**src/rtl/tt_uart_pkg.sv**
```systemverilog
// Shared types and constants for the UART echo design: FSM state encodings,
// the receive bit-counter width and the bit positions of the status byte.
package tt_uart_pkg;

  typedef enum logic [1:0] {
    RX_IDLE  = 2'd0,
    RX_START = 2'd1,
    RX_DATA  = 2'd2,
    RX_STOP  = 2'd3
  } rx_state_t;

  typedef enum logic [1:0] {
    TX_IDLE  = 2'd0,
    TX_START = 2'd1,
    TX_DATA  = 2'd2,
    TX_STOP  = 2'd3
  } tx_state_t;

  // Indexes the 8 data bits of a frame.
  localparam int BIT_CNT_W = 3;

  // Status byte layout on uo_out.
  localparam int UO_EMPTY   = 0;
  localparam int UO_FULL    = 1;
  localparam int UO_FERR    = 2;
  localparam int UO_OVF     = 3;
  localparam int UO_TXD     = 4;
  localparam int UO_TX_BUSY = 5;
  localparam int UO_RX_BUSY = 6;

  // Reload value for a down-counter that must expire after n cycles.
  function automatic int cnt_reload(input int n);
    return n - 1;
  endfunction

endpackage

```
**src/rtl/tt_um_uart_echo_rx.sv**
```systemverilog
// 8N1 UART receiver: two-flop synchroniser on the serial line, start-bit
// qualification at half a bit, eight LSB-first data samples and a stop-bit
// check. Emits a one-cycle valid pulse for a good byte or a one-cycle
// frame_err pulse for a bad stop bit.
//
// state    | meaning
// ---------+-------------------------------------------------------------
// RX_IDLE  | line idle, waiting for a 1->0 edge on the synchronised line
// RX_START | half-bit wait, then confirm the start bit is still low
// RX_DATA  | sample one data bit every CLKS_PER_BIT cycles, LSB first
// RX_STOP  | one bit later, check the stop bit and report the result
module uart_rx
  import tt_uart_pkg::*;
#(
  parameter int CLKS_PER_BIT = 104
) (
  input  logic       clk,
  input  logic       rst_n,
  input  logic       rxd,
  output logic [7:0] data,
  output logic       valid,
  output logic       frame_err,
  output logic       busy
);

  localparam int CNT_W = $clog2(CLKS_PER_BIT);
  localparam logic [CNT_W-1:0] BIT_LAST  = CNT_W'(cnt_reload(CLKS_PER_BIT));
  localparam logic [CNT_W-1:0] HALF_LAST = CNT_W'(cnt_reload(CLKS_PER_BIT / 2));

  logic                 rx_meta;
  logic                 rx_sync;
  logic                 rx_prev;
  rx_state_t            state;
  logic [CNT_W-1:0]     cnt;
  logic [BIT_CNT_W-1:0] bit_idx;
  logic [7:0]           shreg;

  // Synchronise the asynchronous line; idle level is high so reset to 1.
  // rx_prev holds the previous synchronised value for edge detection.
  always_ff @(posedge clk or negedge rst_n) begin
    if (!rst_n) begin
      rx_meta <= 1'b1;
      rx_sync <= 1'b1;
      rx_prev <= 1'b1;
    end else begin
      rx_meta <= rxd;
      rx_sync <= rx_meta;
      rx_prev <= rx_sync;
    end
  end

  // Receive state machine with a down-counting bit timer.
  always_ff @(posedge clk or negedge rst_n) begin
    if (!rst_n) begin
      state     <= RX_IDLE;
      cnt       <= '0;
      bit_idx   <= '0;
      shreg     <= '0;
      valid     <= 1'b0;
      frame_err <= 1'b0;
    end else begin
      valid     <= 1'b0;
      frame_err <= 1'b0;
      case (state)
        RX_IDLE: begin
          // Requiring a 1->0 edge means a line stuck low after a framing
          // error is ignored until it has returned high.
          if (rx_prev && !rx_sync) begin
            state <= RX_START;
            cnt   <= HALF_LAST;
          end
        end
        RX_START: begin
          if (cnt == '0) begin
            if (rx_sync) begin
              state <= RX_IDLE;
            end else begin
              state   <= RX_DATA;
              cnt     <= BIT_LAST;
              bit_idx <= '0;
            end
          end else begin
            cnt <= cnt - 1'b1;
          end
        end
        RX_DATA: begin
          if (cnt == '0) begin
            shreg <= {rx_sync, shreg[7:1]};
            cnt   <= BIT_LAST;
            if (bit_idx == BIT_CNT_W'(7)) begin
              state <= RX_STOP;
            end else begin
              bit_idx <= bit_idx + 1'b1;
            end
          end else begin
            cnt <= cnt - 1'b1;
          end
        end
        RX_STOP: begin
          if (cnt == '0) begin
            state <= RX_IDLE;
            if (rx_sync) begin
              valid <= 1'b1;
            end else begin
              frame_err <= 1'b1;
            end
          end else begin
            cnt <= cnt - 1'b1;
          end
        end
        default: state <= RX_IDLE;
      endcase
    end
  end

  // The shift register only moves in RX_DATA, so it is stable while valid.
  assign data = shreg;
  assign busy = (state != RX_IDLE);

endmodule

```
**src/rtl/tt_um_uart_echo.sv**
```systemverilog
// UART echo user project: bytes received on ui_in[3] are queued in a small
// FIFO and retransmitted on uo_out[4]. The last good byte is shown on
// uio_out; sticky error flags and live status are shown on uo_out.
//
// state    | meaning
// ---------+-------------------------------------------------------------
// TX_IDLE  | line high; pop the FIFO head when one is waiting
// TX_START | drive the start bit (0) for one bit time
// TX_DATA  | drive 8 data bits LSB first, one bit time each
// TX_STOP  | drive the stop bit (1) for one bit time, then idle
module tt_um_uart_echo
  import tt_uart_pkg::*;
#(
  parameter int CLKS_PER_BIT = 104,
  parameter int FIFO_DEPTH   = 4
) (
  input  logic       clk,
  input  logic       rst_n,
  input  logic       ena,
  input  logic [7:0] ui_in,
  output logic [7:0] uo_out,
  input  logic [7:0] uio_in,
  output logic [7:0] uio_out,
  output logic [7:0] uio_oe
);

  // FIFO_DEPTH must be a power of two of at least 2 so the pointer wrap
  // and the extra full/empty bit work out.
  localparam int AW    = $clog2(FIFO_DEPTH);
  localparam int CNT_W = $clog2(CLKS_PER_BIT);
  localparam logic [CNT_W-1:0] BIT_LAST = CNT_W'(cnt_reload(CLKS_PER_BIT));

  logic [7:0] rx_data;
  logic       rx_valid;
  logic       rx_ferr;
  logic       rx_busy;

  logic       clr_meta;
  logic       clr_sync;
  logic       frame_err;
  logic       overflow;
  logic [7:0] last_byte;

  logic [7:0] mem [FIFO_DEPTH];
  logic [AW:0] wr_ptr;
  logic [AW:0] rd_ptr;
  logic       fifo_empty;
  logic       fifo_full;
  logic       push;
  logic       pop;
  logic       drop;
  logic [7:0] pop_data;

  tx_state_t            tx_state;
  logic [CNT_W-1:0]     tx_cnt;
  logic [BIT_CNT_W-1:0] tx_bit;
  logic [7:0]           tx_shreg;
  logic                 txd;
  logic                 tx_busy;

  logic unused_inputs;
  assign unused_inputs = &{1'b0, ena, ui_in[7:4], ui_in[2:1], uio_in};

  uart_rx #(
    .CLKS_PER_BIT(CLKS_PER_BIT)
  ) u_rx (
    .clk      (clk),
    .rst_n    (rst_n),
    .rxd      (ui_in[3]),
    .data     (rx_data),
    .valid    (rx_valid),
    .frame_err(rx_ferr),
    .busy     (rx_busy)
  );

  // Synchronise the flag-clear request.
  always_ff @(posedge clk or negedge rst_n) begin
    if (!rst_n) begin
      clr_meta <= 1'b0;
      clr_sync <= 1'b0;
    end else begin
      clr_meta <= ui_in[0];
      clr_sync <= clr_meta;
    end
  end

  // FIFO status from the extra pointer bit. A pop in the same cycle frees
  // the slot the push needs, so a full FIFO still accepts that byte.
  always_comb begin
    fifo_empty = (wr_ptr == rd_ptr);
    fifo_full  = (wr_ptr[AW] != rd_ptr[AW]) &&
                 (wr_ptr[AW-1:0] == rd_ptr[AW-1:0]);
    pop        = (tx_state == TX_IDLE) && !fifo_empty;
    push       = rx_valid && (!fifo_full || pop);
    drop       = rx_valid && fifo_full && !pop;
    pop_data   = mem[rd_ptr[AW-1:0]];
  end

  // FIFO storage and pointers; contents are discarded on reset.
  always_ff @(posedge clk or negedge rst_n) begin
    if (!rst_n) begin
      wr_ptr <= '0;
      rd_ptr <= '0;
      for (int i = 0; i < FIFO_DEPTH; i++) begin
        mem[i] <= '0;
      end
    end else begin
      if (push) begin
        mem[wr_ptr[AW-1:0]] <= rx_data;
        wr_ptr              <= wr_ptr + 1'b1;
      end
      if (pop) begin
        rd_ptr <= rd_ptr + 1'b1;
      end
    end
  end

  // Sticky error flags and last-byte display; a new error beats a clear.
  always_ff @(posedge clk or negedge rst_n) begin
    if (!rst_n) begin
      frame_err <= 1'b0;
      overflow  <= 1'b0;
      last_byte <= '0;
    end else begin
      if (rx_ferr) begin
        frame_err <= 1'b1;
      end else if (clr_sync) begin
        frame_err <= 1'b0;
      end
      if (drop) begin
        overflow <= 1'b1;
      end else if (clr_sync) begin
        overflow <= 1'b0;
      end
      if (rx_valid) begin
        last_byte <= rx_data;
      end
    end
  end

  // Transmit state machine. txd is registered from the current state, so
  // it trails the state by one cycle uniformly and every bit lasts exactly
  // CLKS_PER_BIT cycles; the pop cycle in TX_IDLE gives the single idle
  // cycle between back-to-back frames.
  always_ff @(posedge clk or negedge rst_n) begin
    if (!rst_n) begin
      tx_state <= TX_IDLE;
      tx_cnt   <= '0;
      tx_bit   <= '0;
      tx_shreg <= '0;
      txd      <= 1'b1;
    end else begin
      case (tx_state)
        TX_START: txd <= 1'b0;
        TX_DATA:  txd <= tx_shreg[0];
        default:  txd <= 1'b1;
      endcase
      case (tx_state)
        TX_IDLE: begin
          if (pop) begin
            tx_shreg <= pop_data;
            tx_cnt   <= BIT_LAST;
            tx_state <= TX_START;
          end
        end
        TX_START: begin
          if (tx_cnt == '0) begin
            tx_cnt   <= BIT_LAST;
            tx_bit   <= '0;
            tx_state <= TX_DATA;
          end else begin
            tx_cnt <= tx_cnt - 1'b1;
          end
        end
        TX_DATA: begin
          if (tx_cnt == '0) begin
            tx_cnt   <= BIT_LAST;
            tx_shreg <= {1'b0, tx_shreg[7:1]};
            if (tx_bit == BIT_CNT_W'(7)) begin
              tx_state <= TX_STOP;
            end else begin
              tx_bit <= tx_bit + 1'b1;
            end
          end else begin
            tx_cnt <= tx_cnt - 1'b1;
          end
        end
        TX_STOP: begin
          if (tx_cnt == '0) begin
            tx_state <= TX_IDLE;
          end else begin
            tx_cnt <= tx_cnt - 1'b1;
          end
        end
        default: tx_state <= TX_IDLE;
      endcase
    end
  end

  assign tx_busy = (tx_state != TX_IDLE);

  // Status byte assembly.
  always_comb begin
    uo_out             = '0;
    uo_out[UO_EMPTY]   = fifo_empty;
    uo_out[UO_FULL]    = fifo_full;
    uo_out[UO_FERR]    = frame_err;
    uo_out[UO_OVF]     = overflow;
    uo_out[UO_TXD]     = txd;
    uo_out[UO_TX_BUSY] = tx_busy;
    uo_out[UO_RX_BUSY] = rx_busy;
  end

  assign uio_out = last_byte;
  assign uio_oe  = 8'hFF;

endmodule

```
**config.mk**
```make
export PLATFORM = sky130hd
export DESIGN_NAME = tt_um_uart_echo
export DESIGN_NICKNAME = d
export VERILOG_FILES = /design/src/rtl/tt_uart_pkg.sv /design/src/rtl/tt_um_uart_echo_rx.sv /design/src/rtl/tt_um_uart_echo.sv
export SDC_FILE = /design/constraint.sdc
export NUM_CORES = 1
export LEC_CHECK = 0
export CELL_PAD_IN_SITES_DETAIL_PLACEMENT = 0
export CELL_PAD_IN_SITES_GLOBAL_PLACEMENT = 1
export CORE_ASPECT_RATIO = 1.2
export CORE_MARGIN = 5
export CORE_UTILIZATION = 47
export CTS_CLUSTER_SIZE = 14
export DETAILED_ROUTE_END_ITERATION = 6
export PLACE_DENSITY_LB_ADDON = 0.1
export SKIP_CTS_REPAIR_TIMING = 1
export SLEW_MARGIN = 15
export SYNTH_ARGS = -nofsm -noshare
export SYNTH_HDL_FRONTEND = slang
export SYNTH_SLANG_ARGS = --single-unit
```
**constraint.sdc**
```tcl
create_clock -name clk -period 2.4 [get_ports clk]
set_input_delay 0.48 -clock clk [delete_from_list [all_inputs] [get_ports clk]]
set_output_delay 0.48 -clock clk [all_outputs]
set_load 0.1 [all_outputs]
```
==> results of run 1 <==
==> power by group through the flow <==
stage	clock [mW]	combinational (mW)	sequential (mW)
after global placement	0	2.72	2.09
after floorplan	0	2.15	2.04
after global routing	1.69	3.01	2.10
after CTS	1.62	2.74	2.06
after detailed placement	0	2.73	2.10
final	1.58	2.72	2.06
==> layout make-up <==
type	count	area [µm²]	area share
clock buffer	10	229	0.0415
clock inverter	6	97.6	0.0177
tap	126	158	0.0286
timing repair buffer	31	300	0.0544
sequential	96	2410	0.436
inverter	25	93.8	0.0170
multi-input combinational	266	2230	0.404
==> critical path, delay by kind of cell, from the launching register on <==
family,cells,cell delay (ns)
xor gates and xnor gates,1,0.37
buffers and inverters,1,0.22
DFF,1,0.43
and+or+nand+nor,2,0.35
==> state kept, by name, summed over array words and instances (netlist names), named ones only <==
name / cells
clr_meta: 1
clr_sync: 1
frame_err: 1
mem: 32
overflow: 1
rd_ptr: 3
tx_bit: 3
tx_cnt: 7
tx_shreg: 8
tx_state: 2
txd: 1
u_rx.bit_idx: 3
u_rx.cnt: 7
u_rx.data: 8
u_rx.frame_err: 1
u_rx.rx_meta: 1
u_rx.rx_prev: 1
u_rx.rx_sync: 1
u_rx.state: 1
u_rx.valid: 1
uio_out: 8
wr_ptr: 3
==> cells by family (layout without fill, tap and decap cells) <==
family | Yosys count | after routing | share of synthesized area
buf+inv | 51 | 72 | 0.0571
other cells | 2 | 9 | 0.00154
fa+ha+maj | 22 | 22 | 0.0563
compound gates | 67 | 67 | 0.105
simple gates | 91 | 91 | 0.0954
xor+xnor | 9 | 9 | 0.0161
mux | 68 | 68 | 0.176
flops | 96 | 96 | 0.492
==> metal layers <==
layer  vias up  part of all wire  GRT usage  routed length [µm]
li1       1482                 -          -                   -
met1      1547              0.48      0.217                4220
met5         -                 0          0                   0
met3        18             0.026     0.0315                 229
met4         0             0.022     0.0615                 196
met2        45              0.48      0.245                4220
==> worst min path at each step <==
| stage | slack [ns] | end | cells past startpoint |
|---|---|---|---|
| 2_1_floorplan | 0.18 | asynchronous set/reset pin | 0 |
| 3_3_place_gp | 0.34 | clr_sync | 0 |
| 3_5_place_dp | 0.33 | clr_sync | 0 |
| 4_1_cts | 0.14 | tx_bit[2] | 2 |
| 5_1_grt | 0.15 | tx_bit[2] | 2 |
| 6_report | 0.13 | tx_shreg[1] | 2 |
==> synthesized netlist by cell type (all sizes together) (4+ instances only) <==
cell type	number
dfrtp	92
mux2	58
nand2	40
inv	25
ha	22
buf	21
nor2	14
o21ai	10
a21oi	9
mux4	8
nand3	8
nor3	8
xnor2	8
a21o	6
a22o	5
clkbuf	5
o211ai	5
dfstp	4
nor4	4
==> through the flow <==
step / power [mW] / setup slack, ns / std cells
floorplan: 4.19 / 0.347 / 413
global placement: 4.81 / 0.323 / 544
detailed placement: 4.83 / 0.309 / 544
CTS: 6.43 / 0.168 / 560
global route: 6.79 / 0.0230 / 560
finish: 6.36 / 0.213 / 560
==> out/summary.log, run 1 <==
qor: status.run_status completed
qor: timing.hold_slack 0.129 ns
qor: critical_path.criticalPathCategory register to primary output
qor: timing.post_route_clock_period_utilization 0.911
qor: synthesis.post_synth.cell_area_avg 12.0 µm²
qor: timing.report.final.hold_viol_count 0
qor: critical_path.slowest_delay 0.43 ns
qor: drt.antenna_left 0
qor: die.chipWidth 103 µm
qor: run.drv.max_cap_violation_count 0
qor: clock_network.cts_buffers 9
qor: power_and_ir_drop.power.static_leakage 2.72 nW
qor: placed_design.dpl-instance-area 5190 µm²
qor: critical_path.setup.reg_to_reg.worst_slack 0.33 ns
qor: critical_path.worstSetupStartpointType register
qor: critical_path.timing.critical_path.to uo_out[1]
qor: global_routing.antenna_found_initial 0
qor: synthesis.synth_edf_count 0
qor: die.floorplan.die_area 12600 µm²
qor: power_and_ir_drop.net-switching-power 2.49 mW
qor: final_layout.final_cell_mix 92 x sky130_fd_sc_hd__dfrtp_1, 57 x sky130_fd_sc_hd__mux2_2, 35 x sky130_fd_sc_hd__nand2_1
qor: global_routing.grt_pass1_wl 15600 µm
qor: placed_design.gp_routability_congestion 0.851
qor: min_path.worstHoldPathType primary input to asynchronous set/reset pin
qor: power_and_ir_drop.p_sw_frac 0.392
qor: critical_path.cp_slowest_cell sky130_fd_sc_hd__dfrtp_1
qor: timing.final_critical_path_time_including_i_o_delays_and_setup 2.19 ns
qor: critical_path.timing.rr.start tx_cnt[0]
qor: synthesis.synth_top_area_frac 0.471
qor: placed_design.detailed_place_hpwl 6250 µm
qor: die.die_y 122 µm
qor: clock_network.buffers_from_clock_root_to_sink_at_most 2
qor: clock_network.cts-root-buf sky130_fd_sc_hd__clkbuf_16
qor: synthesis.post-synth-top-area-cell sky130_fd_sc_hd__dfrtp_1
qor: clock_network.cts_tree yes
qor: timing.grt_setup_unrepaired no
qor: critical_path.end_kind primary output
qor: power_and_ir_drop.worst_vdd_rail_ir_drop 715 µV
qor: timing.slew_limit_fails 0
qor: drt.drt-wirelength-per-cell 15.8 µm
qor: timing.timing.fmax 0.457 GHz
qor: synthesis.dominantRegCellSynth sky130_fd_sc_hd__dfrtp_1
qor: final_layout.layout_commonest_cell sky130_fd_sc_hd__dfrtp_1
qor: critical_path.worstPathCellList xnor2_1 -> nand2_1 -> nor2_1 -> buf_12
qor: critical_path.cp.arrival 1.71 ns
qor: placed_design.place.port_buffers 18
qor: clock_network.cts.sinks 96
qor: global_routing.grt_util_overall 0.158
qor: critical_path.worst_r2r_endpoint tx_shreg[2]
qor: synthesis.synth_sequential_area_ratio 0.492
qor: synthesis.synth.cell_area 4890 µm²
qor: drt.post_detailed_route_drc_marker_count 0
qor: power_and_ir_drop.power_report.internal_total 3.86 mW
qor: final_layout.areaGrowthSynthToFinish 12.8%
qor: power_and_ir_drop.part_of_the_power_in_the_clock_network 0.248
qor: die.io_pins 43
qor: synthesis.synthDistinctLibCells 65
qor: die.std_cell_rows 40
qor: timing.tightest_slew 0.651 ns
qor: die.initial_core_util 0.484
qor: power_and_ir_drop.p_comb_frac 0.427
qor: final_layout.layout.cell_area.non_filler 5520 µm²
qor: final_layout.finalCoreUtilization 0.546
qor: power_and_ir_drop.power.density 1150 nW/µm²
qor: synthesis.synth-seq-cells 96
qor: final_layout.drive_above_1_share 0.297
qor: drt.drt-vias-per-instance 5.52
qor: clock_network.cts.clk_slew.worst_paths 0.06 ns
qor: drt.drt-total-wl 8860 µm
qor: timing.timing.final.setup_violations 0
qor: synthesis.yosysWarningCount 0
qor: timing.maxSlewHeadroom 0.566
qor: clock_network.clkLatencyLatePin 0.35 ns
qor: drt.first_pass_iters 4
qor: synthesis.async_sr_flop_fraction 1.00
qor: drt.initial_drc_count 131
qor: synthesis.post_synth_inst_count 406
qor: power_and_ir_drop.pwr-share-seq 0.325
qor: die.total_core_area 10100 µm²
qor: critical_path.crit_required 1.92 ns
qor: synthesis.yosys-top-cells-area sky130_fd_sc_hd__dfrtp_1 47%, sky130_fd_sc_hd__mux2_2 13%, sky130_fd_sc_hd__ha_1 5.6%
qor: critical_path.critical_path.startpoint wr_ptr[1]
qor: drt.num_vias 3092
qor: critical_path.worst-r2r-cell-count 6
qor: final_layout.fin_nets 470
qor: final_layout.antenna_cells 0
qor: global_routing.grt_overflow_total 0
qor: timing.finClkSkew 0.00749 ns
qor: global_routing.grt_pass1_vias 3181
qor: clock_network.htree_levels 3
qor: final_layout.fillers 872
qor: global_routing.grt_max_degree 65
qor: timing.tns 0 ns
qor: critical_path.crit_fanout 4
(Power assumes the default switching activity.)
==> inputs of run 2 (changes only) <==
- CAP_MARGIN: not set -> 10
- CTS_CLUSTER_DIAMETER: not set -> 40
- SKIP_LAST_GASP: not set -> 1
==> results of run 2 <==
Final layout, timing and power as in run 1 (identical DEF).
